==> config.mk <==
export PLATFORM = sky130hd
export DESIGN_NAME = ms53l_frame_parser
export DESIGN_NICKNAME = d
export VERILOG_FILES = /design/src/rtl/ms53l_frame_parser.sv
export SDC_FILE = /design/constraint.sdc
export NUM_CORES = 1
export LEC_CHECK = 0
export CORE_UTILIZATION = 56
export CTS_CLUSTER_DIAMETER = 60
export DETAILED_ROUTE_END_ITERATION = 6
export GPL_TIMING_DRIVEN = 0
export MAX_ROUTING_LAYER = met4
export PLACE_DENSITY = 0.89
export SYNTH_ARGS = -nofsm -noshare
export SYNTH_HDL_FRONTEND = slang
export SYNTH_SLANG_ARGS = --single-unit
==> constraint.sdc <==
create_clock -name clk -period 2.2 [get_ports clk]
set_input_delay 0.44 -clock clk [delete_from_list [all_inputs] [get_ports clk]]
set_output_delay 0.44 -clock clk [all_outputs]
set_load 0.01 [all_outputs]
==> src/rtl/ms53l_frame_parser.sv <==
// Distance-sensor UART frame parser: two header bytes, eight body bytes, and an
// 8-bit additive checksum. Outputs the last good distance, plus error pulses and a good-frame count.
module ms53l_frame_parser #(
  parameter logic [7:0]  HDR_BYTE    = 8'h5A,
  parameter int unsigned TIMEOUT_CYC = 104166
) (
  input  logic        clk,
  input  logic        rst_n,
  input  logic        rx_valid,
  input  logic [7:0]  rx_byte,
  output logic [15:0] dist_mm,
  output logic        dist_valid,
  output logic        frame_err,
  output logic [1:0]  err_code,
  output logic [7:0]  ok_cnt,
  output logic [1:0]  state_dbg
);
  // rx_valid is a one-cycle strobe with no back-pressure: every strobe is one
  // byte, consumed in the cycle it appears, including strobes on consecutive cycles.

  localparam int CW = $clog2(TIMEOUT_CYC + 1);

  typedef enum logic [1:0] {IDLE = 2'd0, HDR2 = 2'd1, BODY = 2'd2} state_t;

  state_t        state, state_nxt;
  logic [3:0]    idx, idx_nxt;
  logic [7:0]    sum, sum_nxt;
  logic [7:0]    d_hi, d_hi_nxt, d_lo, d_lo_nxt;
  logic [CW-1:0] tmo_cnt;
  logic          tmo_hit, good, bad, tmo;

  assign tmo_hit   = (tmo_cnt == CW'(TIMEOUT_CYC));
  assign state_dbg = state;

  always_comb begin
    state_nxt = state;
    idx_nxt   = idx;
    sum_nxt   = sum;
    d_hi_nxt  = d_hi;
    d_lo_nxt  = d_lo;
    good      = 1'b0;
    bad       = 1'b0;
    tmo       = 1'b0;
    case (state)
      IDLE: begin
        if (rx_valid && rx_byte == HDR_BYTE) begin
          state_nxt = HDR2;
          sum_nxt   = HDR_BYTE;
        end
      end
      HDR2: begin
        if (rx_valid) begin
          if (rx_byte == HDR_BYTE) begin
            state_nxt = BODY;
            idx_nxt   = 4'd2;
            sum_nxt   = sum + rx_byte;
          end else begin
            state_nxt = IDLE;
          end
        end else if (tmo_hit) begin
          state_nxt = IDLE;
          tmo       = 1'b1;
        end
      end
      BODY: begin
        // A header-valued byte here is plain data; no resync mid-body.
        if (rx_valid) begin
          if (idx == 4'd10) begin
            state_nxt = IDLE;
            good      = (rx_byte == sum);
            bad       = (rx_byte != sum);
          end else begin
            sum_nxt = sum + rx_byte;
            idx_nxt = idx + 4'd1;
            if (idx == 4'd7) d_hi_nxt = rx_byte;
            if (idx == 4'd8) d_lo_nxt = rx_byte;
          end
        end else if (tmo_hit) begin
          state_nxt = IDLE;
          tmo       = 1'b1;
        end
      end
      default: state_nxt = IDLE;
    endcase
  end

  always_ff @(posedge clk or negedge rst_n) begin
    if (!rst_n) begin
      state <= IDLE;
      idx   <= 4'd0;
      sum   <= 8'd0;
      d_hi  <= 8'd0;
      d_lo  <= 8'd0;
    end else begin
      state <= state_nxt;
      idx   <= idx_nxt;
      sum   <= sum_nxt;
      d_hi  <= d_hi_nxt;
      d_lo  <= d_lo_nxt;
    end
  end

  // Silence counter: a byte arriving in the cycle the limit is reached takes priority.
  always_ff @(posedge clk or negedge rst_n) begin
    if (!rst_n) begin
      tmo_cnt <= '0;
    end else if (state == IDLE || rx_valid || tmo_hit) begin
      tmo_cnt <= '0;
    end else begin
      tmo_cnt <= tmo_cnt + CW'(1);
    end
  end

  always_ff @(posedge clk or negedge rst_n) begin
    if (!rst_n) begin
      dist_mm    <= 16'd0;
      dist_valid <= 1'b0;
      frame_err  <= 1'b0;
      err_code   <= 2'b00;
      ok_cnt     <= 8'd0;
    end else begin
      dist_valid <= good;
      frame_err  <= bad | tmo;
      if (good) begin
        dist_mm <= {d_hi, d_lo};
        ok_cnt  <= ok_cnt + 8'd1;
      end
      if (bad) err_code <= 2'b01;
      if (tmo) err_code <= 2'b10;
    end
  end

endmodule

==> reports/qor.txt <==
Vias/cell = 5.86
cts hold-fix bufs = 0
Synth async-reset ratio = 100%
HP Class = input pin to asynchronous set/reset pin
nets@finish = 408
Remaining DRCs = 0
CP Launch Type = input pin
post-layout util = 71.3%
pwr dens = 814 mW/mm^2
Mapped Nets = 355
die area = 0.00685 mm^2
crit path kind = input pin to register
final worst slack = 49.4 ps
Die Height = 82.8 um
Setup crit end kind = register
Skew-Pair Late Insertion Delay = 350 ps
PortBufs = 39
share of the synthesized area in the top cell type = 51.4%
status = finished clean
slew margin rel. = 39.4%
vias = 2702
largest net degree at the start of global routing = 76
layout cells sized above 1 = 19.3%
Crit-path slowest cell = clkdlybuf4s50_1
CP Max Fanout = 10
clk sink count = 75
Crit path required time = 2430 ps
Crit path buffers/inverters = 2
#FFs+latches synth = 75
initial DRC count = 155
Clock Skew = 6.16 ps
antenna violations before repair = 0
Static Leak = 0.00203 uW
H-tree levels = 3
VDD IR max = 657 uV
final critical-path required period = 2150 ps
first-pass GRT wire length = 12200 um
fillers = 417
drt total wl = 7680 um
CP top delay family = buffers and inverters
Worst Path Arrival = 2380 ps
Placer Congestion = 0.895
Std-Cell Rows = 29
Synth Flop Type = dfrtp_1
Syn Inst Count = 326
Core Footprint = 0.00631 mm^2
Post-Syn Area = 0.00365 mm^2
YS warnings = 0
Max Slew Vio Count = 0
Final HPWL DP = 5200 um
Final Cell Area = 0.00450 mm^2
Tcrit/Tclk final = 97.8%
Worst-Margin Slew = 909 ps
setup violators final = 0
number of global-route vias before repair = 2587
Bufs on Longest Clock Path = 2
total gr overflow = 0
Routed Antenna Nets = 0
Min Hold Slack = 206 ps
largest stage delay on the critical path = 470 ps
die width = 82.8 um
crit-path cells = clkdlybuf4s50_1 > ha_1 > nor3_2 > nand3_2 > nor2_4 > buf_6 > mux2_2
Initial Util = 57.9%
CTS Buf Count = 9
Fmax = 0.465 GHz
dpl cell area = 0.00414 mm^2
Design Power = 3660 uW
synthesized area per cell = 11.2 um^2
Synth area leaders = dfrtp_1 (51%), mux2_2 (9.6%), ha_1 (5.8%)
final hold vios = 0
max cap viols = 0
DR WL/cell = 16.6 um
Unique masters post-synth = 47
Top Ports = 41
diode count = 0
clock-pin slew on the worst setup and hold paths = 80 ps
CTS tree = built
total track usage = 24.9%
pre-CTS setup slack = -754 ps
Root Buffer = clkbuf_8
Syn-to-layout area delta = 23.2%
Post-synth EDFFs = 0
Seq/Total Area, Yosys = 51.4%
Detailed Routing Iterations Pass 1 = 4
leading area contributor after synthesis = dfrtp_1
## final timing paths
check,from,end,slack (ps),cells after the start
setup reg to reg,idx[0]$_DFFE_PN0P_,d_lo[4]$_DFFE_PN0P_,130,5
hold reg to reg,d_hi[1]$_DFFE_PN0P_,d_hi[1]$_DFFE_PN0P_,480,2
hold / removal,rst_n,ok_cnt[7]$_DFFE_PN0P_,210,1
max in group asynchronous,rst_n,d_hi[5]$_DFFE_PN0P_,1390,1
min in group clk,d_hi[1]$_DFFE_PN0P_,d_hi[1]$_DFFE_PN0P_,480,2
setup / recovery,rx_byte[5],dist_mm[12]$_DFFE_PN0P_,50,7
## cells in the mapped netlist (2+ instances only)
cell type,number
xnor2_1,15
inv_1,17
nand3_1,21
nand2b_1,6
nand4_1,9
nor3_1,3
ha_1,17
clkbuf_1,3
a31oi_1,4
buf_2,3
nor4_1,2
nand2_1,20
o2111ai_1,2
and4bb_2,2
mux2_2,31
nor4bb_1,3
a21oi_1,7
o211ai_1,4
nor3b_1,2
a211oi_1,2
or4_1,2
buf_6,2
or3_1,3
nand3b_1,3
o21a_1,2
nor2_1,28
o21ai_0,9
xor2_1,10
and3_1,2
dfrtp_1,75
## metal layers
metal / track usage, % / part of all wire (%)
met4: 11.0 / 2.2
met1: 31.0 / 43
met2: 38.9 / 51
met5: - / 0
met3: 5.79 / 4.2
## placed cells by master (no fill, tap or decap), drive strengths merged, types with 3 or more instances in the layout
cell type       n
ha             17
clkbuf         13
buf            12
nand3          21
nand2b          6
nor3            3
a21oi           7
xnor2          15
nand3b          3
dlymetal6s2s    5
nand4           9
dfrtp          75
clkdlybuf4s50  31
nor4bb          3
nor2           29
mux2           31
nor4            3
inv            18
xor2           10
o21ai           9
a31oi           4
nand2          20
or3             3
o211ai          4
## state kept, by name, summed over array words and instances, names as in the netlist
| register | flops |
|---|---|
| tmo_cnt | 17 |
| dist_mm | 16 |
| d_hi | 8 |
| d_lo | 8 |
| ok_cnt | 8 |
| sum | 8 |
| idx | 4 |
| err_code | 2 |
| state_dbg | 2 |
| dist_valid | 1 |
| frame_err | 1 |
## timing repair
item | in CTS | in global routing
resized for setup | 8 | 17
setup buffers | 2 | 2
endpoints found under the hold margin | 0 | 0
pin swaps | 2 | 3
setup endpoints to repair | 24 | 36
## layout make-up
class / instances / area (um^2) / area share, %
multi-input combinational: 224 / 1740 / 38.6
timing repair buffer: 43 / 428 / 9.51
sequential: 75 / 1880 / 41.7
buffer: 9 / 72.6 / 1.61
clock buffer: 11 / 141 / 3.14
clock inverter: 5 / 85.1 / 1.89
tap: 77 / 96.3 / 2.14
inverter: 17 / 63.8 / 1.42
## power breakdown
part | internal [uW] | switching (uW) | leakage [uW]
combinational | 408 | 530 | 0.000911
clock | 676 | 517 | 0.000110
sequential | 1460 | 75.1 | 0.00101
total | 2540 | 1120 | 0.00203
## kinds of logic after synthesis
| group | share of synthesized area (%) |
|---|---|
| DFF | 51.4 |
| buffers and inverters | 3.42 |
| muxes | 9.55 |
| AOI/OAI and AO/OA | 7.19 |
| and+or+nand+nor | 16.1 |
| adders and majority gates | 6.37 |
| xor gates and xnor gates | 5.99 |
## metrics by stage
stage	setup TNS [ps]	std cells
2_1_floorplan	0	326
3_3_place_gp	-148420	442
3_5_place_dp	-17870	442
4_1_cts	-4.69	460
5_1_grt	-4.60	461
6_report	0	461
(Power assumes the default switching activity.)
==> edit, RTL diff (same flow settings) <==
`TIMEOUT_CYC`: 104166 -> 208332.
--- a/src/rtl/ms53l_frame_parser.sv
+++ b/src/rtl/ms53l_frame_parser.sv
@@ -2,7 +2,7 @@
 // 8-bit additive checksum. Outputs the last good distance, plus error pulses and a good-frame count.
 module ms53l_frame_parser #(
   parameter logic [7:0]  HDR_BYTE    = 8'h5A,
-  parameter int unsigned TIMEOUT_CYC = 104166
+  parameter int unsigned TIMEOUT_CYC = 208332
 ) (
   input  logic        clk,
   input  logic        rst_n,
Formal check against the unedited RTL: no difference found for any inputs over 10 cycles, from zero or initial values and one cycle with rst_n low; that may be too few to reach the edited logic, so the function may still have changed.
==> edit against the original RTL <==
The run now ends with setup timing left. Setup slack worse by 0.39 ns. Critical path type unchanged. Final area rose by 11%. Largest power group unchanged. Critical path depth did not move. Routed wire length is 42% higher. Total power up 0.39%. Count of clock-buffer cells in the layout decreased by 2. Area after synthesis grew 9.7%. Sequential cell count grew 1. Combinational power about the same.
==> edit: results (changes against the original RTL) <==
nets = 443 (+8.6%)
Post-Place Worst Slack = -0.924 ns (-0.170 ns)
worst setup margin = -0.340 ns (-0.390 ns)
Yosys cell types = 61 (+30%)
static leakage = 2.22 nW (+9.1%)
dominant synthesized flop cell = dfrtp_1
measured slew at the worst slew-check pin = 0.888 ns (-0.0213 ns)
I/O Buffers = 40 (+2.6%)
clock root buffer = clkbuf_8
critical path peak fanout = 9 (-1)
initial drt markers = 248 (+60%)
first-pass GRT wire length = 15.4 mm (+26%)
Max stage delay on crit path = 0.74 ns (+0.27 ns)
status = finished with violations
Final Wtd Congestion = 0.902 (+0.80%)
Largest regs = tmo_cnt (18), dist_mm (16)
Initial DRT Pass Iterations = 5 (+1)
DR vias/cell = 6.43 (+9.6%)
final setup vio count = 13 (+13)
top cells by count, synth = 76 x dfrtp_1, 27 x mux2_2, 21 x inv_1, 21 x nor2_1, 17 x ha_1
largest net degree at the start of global routing = 58 (-24%)
Syn. warnings = 0 (unchanged)
total wire length = 10.9 mm (+42%)
final non-filler cell total = 516 (+12%)
Worst Hold Class = reg -> reg
TritonCTS buffer count = 9 (unchanged)
Syn Area/Cell = 11.3 um^2 (+0.76%)
register area share after synthesis = 47.4% (-3.9 points)
Placed Area = 4590 um^2 (+11%)
setup_tns = -0.608 ns (-0.608 ns)
deepest clock path buffer count = 2 (unchanged)
failing checks = setup timing
Worst Path Arrival = 2.75 ns (+0.37 ns)
Final Max Tran Viols = 0 (unchanged)
htree depth = 3 (unchanged)
Max VDD drop = 0.454 mV (-31%)
Clock Latency Late Sink = 0.36 ns
Reg with most FFs = tmo_cnt
initial antenna violation count = 1 (+1)
# placed instances = 492 (+11%)
ys async rst share = 100% (unchanged)
Synth Net Count = 384 (+8.2%)
Setup Skew = 0.0104 ns (+0.00421 ns)
Filler cells = 405 (-2.9%)
hpwl dp = 6.07 mm (+17%)
layout cell share with drive strength beyond 1 = 21.5% (+2.2 points)
total track usage = 28.1% (+3.2 points)
Worst path slowest cell = nor4_1
top cells by area, synth = dfrtp_1 47%, mux2_2 7.6%, ha_1 5.3%, xor2_1 3.1%, mux2_4 3.0%
Clock transition at path regs = 0.09 ns
vias in the first global route = 3196 (+24%)
==> edit: critical path, delay by kind of cell <==
family / cells / cell delay (ns)
and+or+nand+nor: 3 / 1.04
adders and majority gates: 1 / 0.28
buffers and inverters: 2 / 0.85
xor gates and xnor gates: 1 / 0.13
==> edit: power breakdown <==
part	leakage, nW	total [mW]	internal [mW]	switching, mW
clock	0.106	1.20	0.644	0.553
combinational	1.08	0.940	0.414	0.525
sequential	1.03	1.54	1.47	0.0746
==> edit: final timing paths <==
path	from	end	slack, ns	depth (start not counted)
hold reg to reg	err_code[1]$_DFFE_PN0P_	err_code[1]$_DFFE_PN0P_	0.49	1
setup / recovery	rx_byte[0]	ok_cnt[3]$_DFFE_PN0P_	-0.34	7
max in group asynchronous	rst_n	state_dbg[0]$_DFFE_PN0P_	1.08	3
setup reg to reg	sum[1]$_DFFE_PN0P_	ok_cnt[3]$_DFFE_PN0P_	-0.20	6
min in group asynchronous	rst_n	ok_cnt[7]$_DFFE_PN0P_	0.55	2
hold / removal	err_code[1]$_DFFE_PN0P_	err_code[1]$_DFFE_PN0P_	0.49	1
==> edit: layer usage <==
| metal | up-vias | track usage [%] | part of all wire [%] | routed length (um) |
|---|---|---|---|---|
| li1 | 1412 | - | - | - |
| met1 | 1617 | 31.4 | 37 | 4010 |
| met2 | 216 | 47.2 | 50 | 5470 |
| met3 | 71 | 4.00 | 7.4 | 806 |
| met4 | 0 | 18.5 | 5.9 | 643 |
| met5 | - | - | 0 | 0 |
==> edit: timing repair <==
item	in CTS	in global routing
setup buffers	4	2
endpoints found under the setup margin	38	36
cloned	0	0
hold buffers	1	0
pin swaps	3	2
resized for setup	10	11
endpoints found under the hold margin	19	0
==> edit: logic make-up (layout without fill, tap and decap cells) <==
group	Yosys count	in the layout	share of synthesized area, %
AOI/OAI and AO/OA	57	57	9.86
xor gates and xnor gates	20	20	4.37
adders and majority gates	18	18	5.81
buffers and inverters	35	99	4.12
DFF	76	76	47.4
muxes	41	41	12.1
other	0	1	0
and+or+nand+nor	108	108	16.3
==> edit: final cells by class <==
| class | instances | area [um^2] | share of cell area, % |
|---|---|---|---|
| Inverter | 21 | 78.8 | 1.58 |
| Antenna cell | 1 | 2.50 | 0.0502 |
| Clock buffer | 9 | 124 | 2.48 |
| Timing Repair Buffer | 48 | 514 | 10.3 |
| Tap cell | 96 | 120 | 2.41 |
| Buffer | 14 | 95.1 | 1.91 |
| Multi-Input combinational cell | 244 | 2050 | 41.1 |
| Sequential cell | 76 | 1900 | 38.2 |
| Clock inverter | 7 | 101 | 2.03 |
